**src/rtl/arbiter_bus_grant_if.sv**
```systemverilog
`default_nettype none
// ============================================================================
// Module      : arbiter_bus_grant_if
// Description : Request/grant bundle between the bus masters and the
//               N-master system-bus arbiter.
// Revision    : 1.0 - initial release
// ============================================================================
interface arbiter_bus_grant_if #(
    parameter int NUM_MASTERS = 4
);
    localparam int ID_W = (NUM_MASTERS > 1) ? $clog2(NUM_MASTERS) : 1;

    logic [NUM_MASTERS-1:0] breq;      // level-held bus request per master
    logic [NUM_MASTERS-1:0] block;     // lock request, honoured for the owner only
    logic [NUM_MASTERS-1:0] bgrant;    // registered one-hot grant
    logic [ID_W-1:0]        grant_id;  // index of current owner, 0 when idle
    logic                   bus_busy;  // any grant active
    logic                   preempt;   // one-cycle pulse on timeout loss

    // Requesting side: drives requests, observes the grant
    modport master (
        output breq,
        output block,
        input  bgrant,
        input  grant_id,
        input  bus_busy,
        input  preempt
    );

    // Arbiter side: observes requests, drives the grant
    modport slave (
        input  breq,
        input  block,
        output bgrant,
        output grant_id,
        output bus_busy,
        output preempt
    );
endinterface
`default_nettype wire

```
**src/rtl/arbiter_bus_grant.sv**
```systemverilog
`default_nettype none
// ============================================================================
// Module      : arbiter_bus_grant
// Description : N-master bus arbiter, fixed-priority or round-robin, with
//               hold-time preemption, per-owner lock and a registered
//               one-hot grant. Every ownership change passes through IDLE.
// Revision    : 1.0 - initial release
// ============================================================================
module arbiter_bus_grant #(
    parameter int NUM_MASTERS = 4,
    parameter int RR_MODE     = 1,
    parameter int MAX_HOLD    = 16
) (
    input  wire               clk,
    input  wire               rst,
    arbiter_bus_grant_if.slave bus
);

    localparam int ID_W  = (NUM_MASTERS > 1) ? $clog2(NUM_MASTERS) : 1;
    localparam int CNT_W = (MAX_HOLD > 0) ? $clog2(MAX_HOLD + 1) : 1;

    localparam bit              PREEMPT_EN = (MAX_HOLD != 0);
    localparam logic [CNT_W-1:0] HOLD_SAT  = CNT_W'(MAX_HOLD);
    localparam logic [CNT_W-1:0] HOLD_LAST = (MAX_HOLD > 0) ? CNT_W'(MAX_HOLD - 1) : '0;

    typedef enum logic [0:0] {
        S_IDLE  = 1'b0,
        S_GRANT = 1'b1
    } state_t;

    state_t                 state;
    logic [NUM_MASTERS-1:0] bgrant_q;
    logic [ID_W-1:0]        grant_id_q;
    logic                   preempt_q;
    logic [ID_W-1:0]        rr_ptr;
    logic [CNT_W-1:0]       hold_cnt;
    logic [NUM_MASTERS-1:0] mask;

    logic [NUM_MASTERS-1:0] masked_req;
    logic [NUM_MASTERS-1:0] eligible;
    logic [ID_W-1:0]        winner;
    logic [ID_W-1:0]        scan_idx;
    logic                   found;
    logic [NUM_MASTERS-1:0] winner_onehot;
    logic [ID_W-1:0]        rr_next;
    logic                   owner_req;
    logic                   owner_lock;
    logic                   others_pending;
    logic                   hold_expired;
    logic                   do_release;
    logic                   do_preempt;

    // The preempted master sits out one arbitration, unless it is the only requester
    always_comb begin
        masked_req = bus.breq & ~mask;
        eligible   = (|masked_req) ? masked_req : bus.breq;
    end

    // Winner scan: from index 0 (fixed) or from rr_ptr with wrap (round-robin)
    always_comb begin
        winner   = '0;
        scan_idx = '0;
        found    = 1'b0;
        for (int off = 0; off < NUM_MASTERS; off++) begin
            if (RR_MODE != 0) begin
                scan_idx = ID_W'((int'(rr_ptr) + off) % NUM_MASTERS);
            end else begin
                scan_idx = ID_W'(off);
            end
            if (!found && eligible[scan_idx]) begin
                winner = scan_idx;
                found  = 1'b1;
            end
        end
        winner_onehot = {{(NUM_MASTERS-1){1'b0}}, 1'b1} << winner;
        rr_next       = ID_W'((int'(winner) + 1) % NUM_MASTERS);
    end

    // Owner-relative conditions; the hold check also fires at saturation so a
    // released lock can preempt on the next saturated cycle
    always_comb begin
        owner_req      = |(bus.breq & bgrant_q);
        owner_lock     = |(bus.block & bgrant_q);
        others_pending = |(bus.breq & ~bgrant_q);
        hold_expired   = (hold_cnt == HOLD_LAST) || (hold_cnt == HOLD_SAT);
        do_release     = ~owner_req;
        do_preempt     = PREEMPT_EN && hold_expired && !owner_lock
                         && others_pending && owner_req;
    end

    // Arbitration FSM with registered grant, id and preempt pulse
    always_ff @(posedge clk) begin
        if (rst) begin
            state      <= S_IDLE;
            bgrant_q   <= '0;
            grant_id_q <= '0;
            preempt_q  <= 1'b0;
            rr_ptr     <= '0;
            hold_cnt   <= '0;
            mask       <= '0;
        end else begin
            preempt_q <= 1'b0;
            case (state)
                S_IDLE: begin
                    if (|bus.breq) begin
                        state      <= S_GRANT;
                        bgrant_q   <= winner_onehot;
                        grant_id_q <= winner;
                        rr_ptr     <= rr_next;
                        hold_cnt   <= '0;
                        mask       <= '0;
                    end
                end
                S_GRANT: begin
                    if (hold_cnt != HOLD_SAT) begin
                        hold_cnt <= hold_cnt + 1'b1;
                    end
                    if (do_release || do_preempt) begin
                        state      <= S_IDLE;
                        bgrant_q   <= '0;
                        grant_id_q <= '0;
                        hold_cnt   <= '0;
                    end
                    if (do_preempt) begin
                        preempt_q <= 1'b1;
                        mask      <= bgrant_q;
                    end
                end
                default: begin
                    state    <= S_IDLE;
                    bgrant_q <= '0;
                end
            endcase
        end
    end

    assign bus.bgrant   = bgrant_q;
    assign bus.grant_id = grant_id_q;
    assign bus.preempt  = preempt_q;
    assign bus.bus_busy = |bgrant_q;

endmodule
`default_nettype wire

```
**src/flat_wrapper.sv**
```systemverilog
// flat-port wrapper written by rule: the top's interface ports become plain ports
module arbiter_bus_grant_flat 
#(
    parameter int NUM_MASTERS = 4,
    parameter int RR_MODE     = 1,
    parameter int MAX_HOLD    = 16
)
  (clk, rst, bus_breq, bus_block, bus_bgrant, bus_grant_id, bus_bus_busy, bus_preempt);
  arbiter_bus_grant_if #(.NUM_MASTERS(NUM_MASTERS)) bus_i ();
  input  wire clk;
  input  wire rst;
  input wire logic [$bits(bus_i.breq)-1:0] bus_breq;
  input wire logic [$bits(bus_i.block)-1:0] bus_block;
  output wire logic [$bits(bus_i.bgrant)-1:0] bus_bgrant;
  output wire logic [$bits(bus_i.grant_id)-1:0] bus_grant_id;
  output wire logic [$bits(bus_i.bus_busy)-1:0] bus_bus_busy;
  output wire logic [$bits(bus_i.preempt)-1:0] bus_preempt;
  assign bus_i.breq = bus_breq;
  assign bus_i.block = bus_block;
  assign bus_bgrant = bus_i.bgrant;
  assign bus_grant_id = bus_i.grant_id;
  assign bus_bus_busy = bus_i.bus_busy;
  assign bus_preempt = bus_i.preempt;
  arbiter_bus_grant #(.NUM_MASTERS(NUM_MASTERS), .RR_MODE(RR_MODE), .MAX_HOLD(MAX_HOLD)) u_core (.clk(clk), .rst(rst), .bus(bus_i));
endmodule
```
**config.mk**
```make
export PLATFORM = sky130hd
export DESIGN_NAME = arbiter_bus_grant_flat
export DESIGN_NICKNAME = d
export VERILOG_FILES = /design/src/rtl/arbiter_bus_grant_if.sv /design/src/rtl/arbiter_bus_grant.sv /design/src/flat_wrapper.sv
export SDC_FILE = /design/constraint.sdc
export NUM_CORES = 1
export LEC_CHECK = 0
export ABC_AREA = 1
export BUFFER_PORTS_ARGS = -buffer_cell sky130_fd_sc_hd__buf_2
export CAP_MARGIN = 10
export CORE_ASPECT_RATIO = 0.75
export CORE_MARGIN = 1
export CORE_UTILIZATION = 51
export CTS_CLUSTER_DIAMETER = 80
export DETAILED_ROUTE_END_ITERATION = 10
export PLACE_DENSITY_LB_ADDON = 0.3
export RECOVER_POWER = 50
export SLEW_MARGIN = 15
export SYNTH_ARGS = -nofsm -noshare
export SYNTH_HDL_FRONTEND = slang
export SYNTH_SLANG_ARGS = --single-unit
```
**constraint.sdc**
```tcl
create_clock -name clk -period 1.7 [get_ports clk]
set_input_delay 0.17 -clock clk [delete_from_list [all_inputs] [get_ports clk]]
set_output_delay 0.17 -clock clk [all_outputs]
set_load 0.05 [all_outputs]
```
==> results.py <==
metrics = {
    "worst_setup_path": {
        "crit_type": "flop to flop",
        "crit_path_top_delay_cell": "dfxtp_2",
        "cp_top_family": "simple AND/OR/NAND/NOR gates",
        "cp.arrival_ns": 2.08,
        "required_ns": 1.93,
        "endpoint_kind": "flop",
        "crit_chain": "inv_2, nand2_2, nand2_4, nor2_4, nand2_2, nand2_1, nand2_1, nand3_2, nand2_4, nand2_1, nand2_1, nand2_2, nand3_2, nand2_2, inv_2, a211oi_2",
        "cp_max_fo": 5,
        "path_buf_inv": 2,
        "cp-start-kind": "flop",
        "slowest_delay_ns": 0.34,
    },
    "logic_synthesis": {
        "synth_top_area_cell": "dfxtp_1",
        "syn_nets": 202,
        "avgSynthCellArea_um2": 6.86,
        "yosysUniqueCellTypes": 28,
        "syn-cell-area_um2": 1300,
        "yosys_most_used_dff": "dfxtp_1",
        "synth_warnings": 0,
        "ys_seq_elements": 19,
        "postSynthCellCount": 190,
        "synth_edf_count": 0,
        "postSynth.asyncResetShare_pct": 0,
        "yosysSeqAreaShare_pct": 29.2,
        "synthTopCellsByCount": "nand2_1, inv_1, dfxtp_1",
        "ys_top_cells_by_area": "dfxtp_1, nand2_1, inv_1",
        "synth_top_cell_area_share_pct": 29.2,
        "synth_most_common_cell": "nand2_1",
    },
    "placed_design": {
        "dp.cells": 247,
        "dpl.hpwl_um": 2670,
        "portBuffers": 17,
        "finalWeightedCongestion": 0.944,
    },
    "floorplanning": {
        "coreArea_um2": 2360,
        "io_pins": 18,
        "dieArea_um2": 2760,
        "initial_utilization_pct": 55.1,
        "rows": 15,
        "die_y_um": 45.8,
        "die_w_um": 60.4,
    },
    "drt": {
        "avgRoutedWirePerCell_um": 14.7,
        "viasPerCell": 5.56,
        "drt-total-wl_um": 3790,
        "drt_iter0_drc": 90,
        "drc_errors": 0,
        "first_pass_iters": 4,
        "vias": 1435,
        "drtAntennaViolNets": 0,
    },
    "power": {
        "intPower_mw": 1.12,
        "vdd.ir_drop.worst_mv": 0.812,
        "pwr-share-clk_pct": 9.5,
        "p_per_area_nw_per_um2": 1430,
        "combPwrFrac_pct": 64.6,
        "netSwitchingFraction_pct": 54.1,
        "leakagePower_nw": 0.758,
        "power.total_mw": 2.43,
        "power.share.sequential_pct": 25.8,
        "netSwitchingPower_mw": 1.32,
    },
    "outcome": {
        "violations": "setup timing",
        "status": "finished, violations left",
    },
    "min_path": {
        "min_path_type": "input port to flop",
    },
    "cts": {
        "cts_tree": "done",
        "htree_levels": 1,
        "insertion_delay_ns": 0.30,
        "path_clk_slew_ns": 0.11,
        "cts.sinks": 19,
        "cts-buffers-inserted": 3,
        "clk_path_buf_depth": 2,
        "cts-root-buf": "clkbuf_4",
        "cts_hold_buf": 0,
    },
    "timing": {
        "setup_violations": 10,
        "tightest_slew_ns": 0.599,
        "final-max-slew-violation-count": 0,
        "whs_ns": 0.230,
        "min_period_over_period_pct": 109,
        "hold_violations": 0,
        "rsz0062_at_grt": "true",
        "min_period_ns": 1.84,
        "clock_skew_ns": 0.00641,
        "fin_setup_tns_ns": -0.959,
        "max_freq_mhz": 542,
        "setup_slack_ns": -0.145,
        "relSlewSlack_pct": 60.2,
    },
    "global_route": {
        "grt_pass1_wl_um": 5550,
        "grt_antenna_before_repair": 0,
        "grt_start_max_net_pins": 16,
        "grt_pass1_vias": 1302,
        "track_usage_pct": 27.2,
        "grt-ovfl-total": 0,
    },
    "finish": {
        "post-route-util_pct": 71.9,
        "nNetsFinal": 237,
        "drive_gt1_share_pct": 42.0,
        "syn_to_final_growth_pct": 30.5,
        "ff_latch_area_um2": 392,
        "antenna_cells": 0,
        "multi_input_area_um2": 922,
        "stdcell_count": 258,
        "n_fill_cell": 193,
    },
    "job": {
        "cap_viol_max_count": 0,
    },
}
## repair_timing
| action | CTS | global route |
|---|---|---|
| setup endpoints to repair | 10 | 14 |
| pin swaps | 3 | 8 |
| setup buffers | 1 | 6 |
| gates resized for setup | 18 | 24 |
## layout make-up
| class | instances | area share [%] |
|---|---|---|
| Multi-Input combinational cell | 136 | 54.3 |
| Sequential cell | 19 | 23.0 |
| Timing Repair Buffer | 33 | 11.6 |
| Inverter | 32 | 7.07 |
| Tap cell | 34 | 2.50 |
| Clock buffer | 4 | 1.55 |
## registers in the layout (all words and copies together), names as in the netlist
register and count:
u_core.state 1, u_core.mask 4, u_core.bus.grant_id 2, u_core.bus.preempt 1, u_core.rr_ptr 2, u_core.hold_cnt 5, u_core.bus.bgrant 4
## metrics by stage
stage	cell area, um^2	worst slack, ns
2_1_floorplan	1310	0.0689
3_5_place_dp	1470	-0.116
3_3_place_gp	1470	-0.0136
5_1_grt	1700	-0.309
6_report	1700	-0.145
4_1_cts	1570	-0.0691
## kinds of logic (layout without fill, tap and decap cells)
group                      count (synthesis)  count (layout)  synth area share [%]
adders and majority gates                  2               2                  1.92
xor gates and xnor gates                   1               1                  1.25
buffers and inverters                     35              69                  11.7
DFF                                       19              19                  29.2
and+or+nand+nor                          105             105                  41.0
AOI/OAI and AO/OA                         28              28                  14.9
## power groups by stage
stage / Clock [mW] / Combinational [mW] / Sequential (mW)
after global placement: 0 / 1.35 / 0.625
after CTS: 0.231 / 1.44 / 0.621
after floorplan: 0 / 0.950 / 0.781
final: 0.232 / 1.57 / 0.628
after detailed placement: 0 / 1.38 / 0.631
after global routing: 0.252 / 1.71 / 0.635
## cells in the final DEF, fill, tap and decap left out
master,Yosys,final
o21a_1,1,1
nor4_4,0,1
nand3_2,7,14
nand2_4,0,7
o22ai_1,4,4
inv_2,2,8
o32ai_1,4,4
a21oi_1,10,10
nand2_1,41,34
a22o_1,2,2
nor4_1,2,1
buf_4,0,16
a211oi_2,1,1
nand2_2,15,15
clkbuf_1,1,8
inv_1,30,24
nor3_1,5,5
ha_1,2,1
nand3_1,18,8
dfxtp_1,19,10
nand4_1,6,6
xnor2_2,1,1
clkbuf_4,0,3
nor2_1,9,9
ha_4,0,1
buf_2,0,10
a21oi_2,3,3
nor2_2,1,1
o21bai_1,1,1
nor2_4,1,1
o21ai_1,1,1
nand3_4,0,3
o211ai_1,1,1
dfxtp_2,0,9
## worst reg2reg max path, cell delays in order, from the launching register on
cell      delay (ns)
dfxtp_2         0.34
inv_2           0.04
nand2_2         0.08
nand2_4         0.06
nor2_4          0.22
nand2_2         0.13
nand2_1         0.08
nand2_1         0.07
nand3_2         0.09
nand2_4         0.07
nand2_1         0.06
nand2_1         0.06
nand2_2         0.07
nand3_2         0.09
nand2_2         0.10
inv_2           0.05
a211oi_2        0.18
## path summary, 6_finish.rpt
check | slack, ns | from | to | cells past startpoint
min | 0.23 | rst | u_core.rr_ptr[1] | 2
max reg2reg | -0.14 | u_core.mask[2] | u_core.rr_ptr[0] | 16
min reg2reg | 0.48 | u_core.bus.grant_id[1] | u_core.bus.grant_id[1] | 2
max | -0.14 | u_core.mask[2] | u_core.rr_ptr[0] | 16
## layer usage
metal | track usage, % | part of all wire [%] | vias to the layer above | wire [um]
li1 | - | - | 701 | -
met1 | 35.4 | 44 | 659 | 1670
met2 | 47.3 | 47 | 63 | 1770
met3 | 5.40 | 7.2 | 12 | 274
met4 | 4.65 | 2.0 | 0 | 76
met5 | 0 | 0 | - | 0
(Power assumes the default switching activity.)
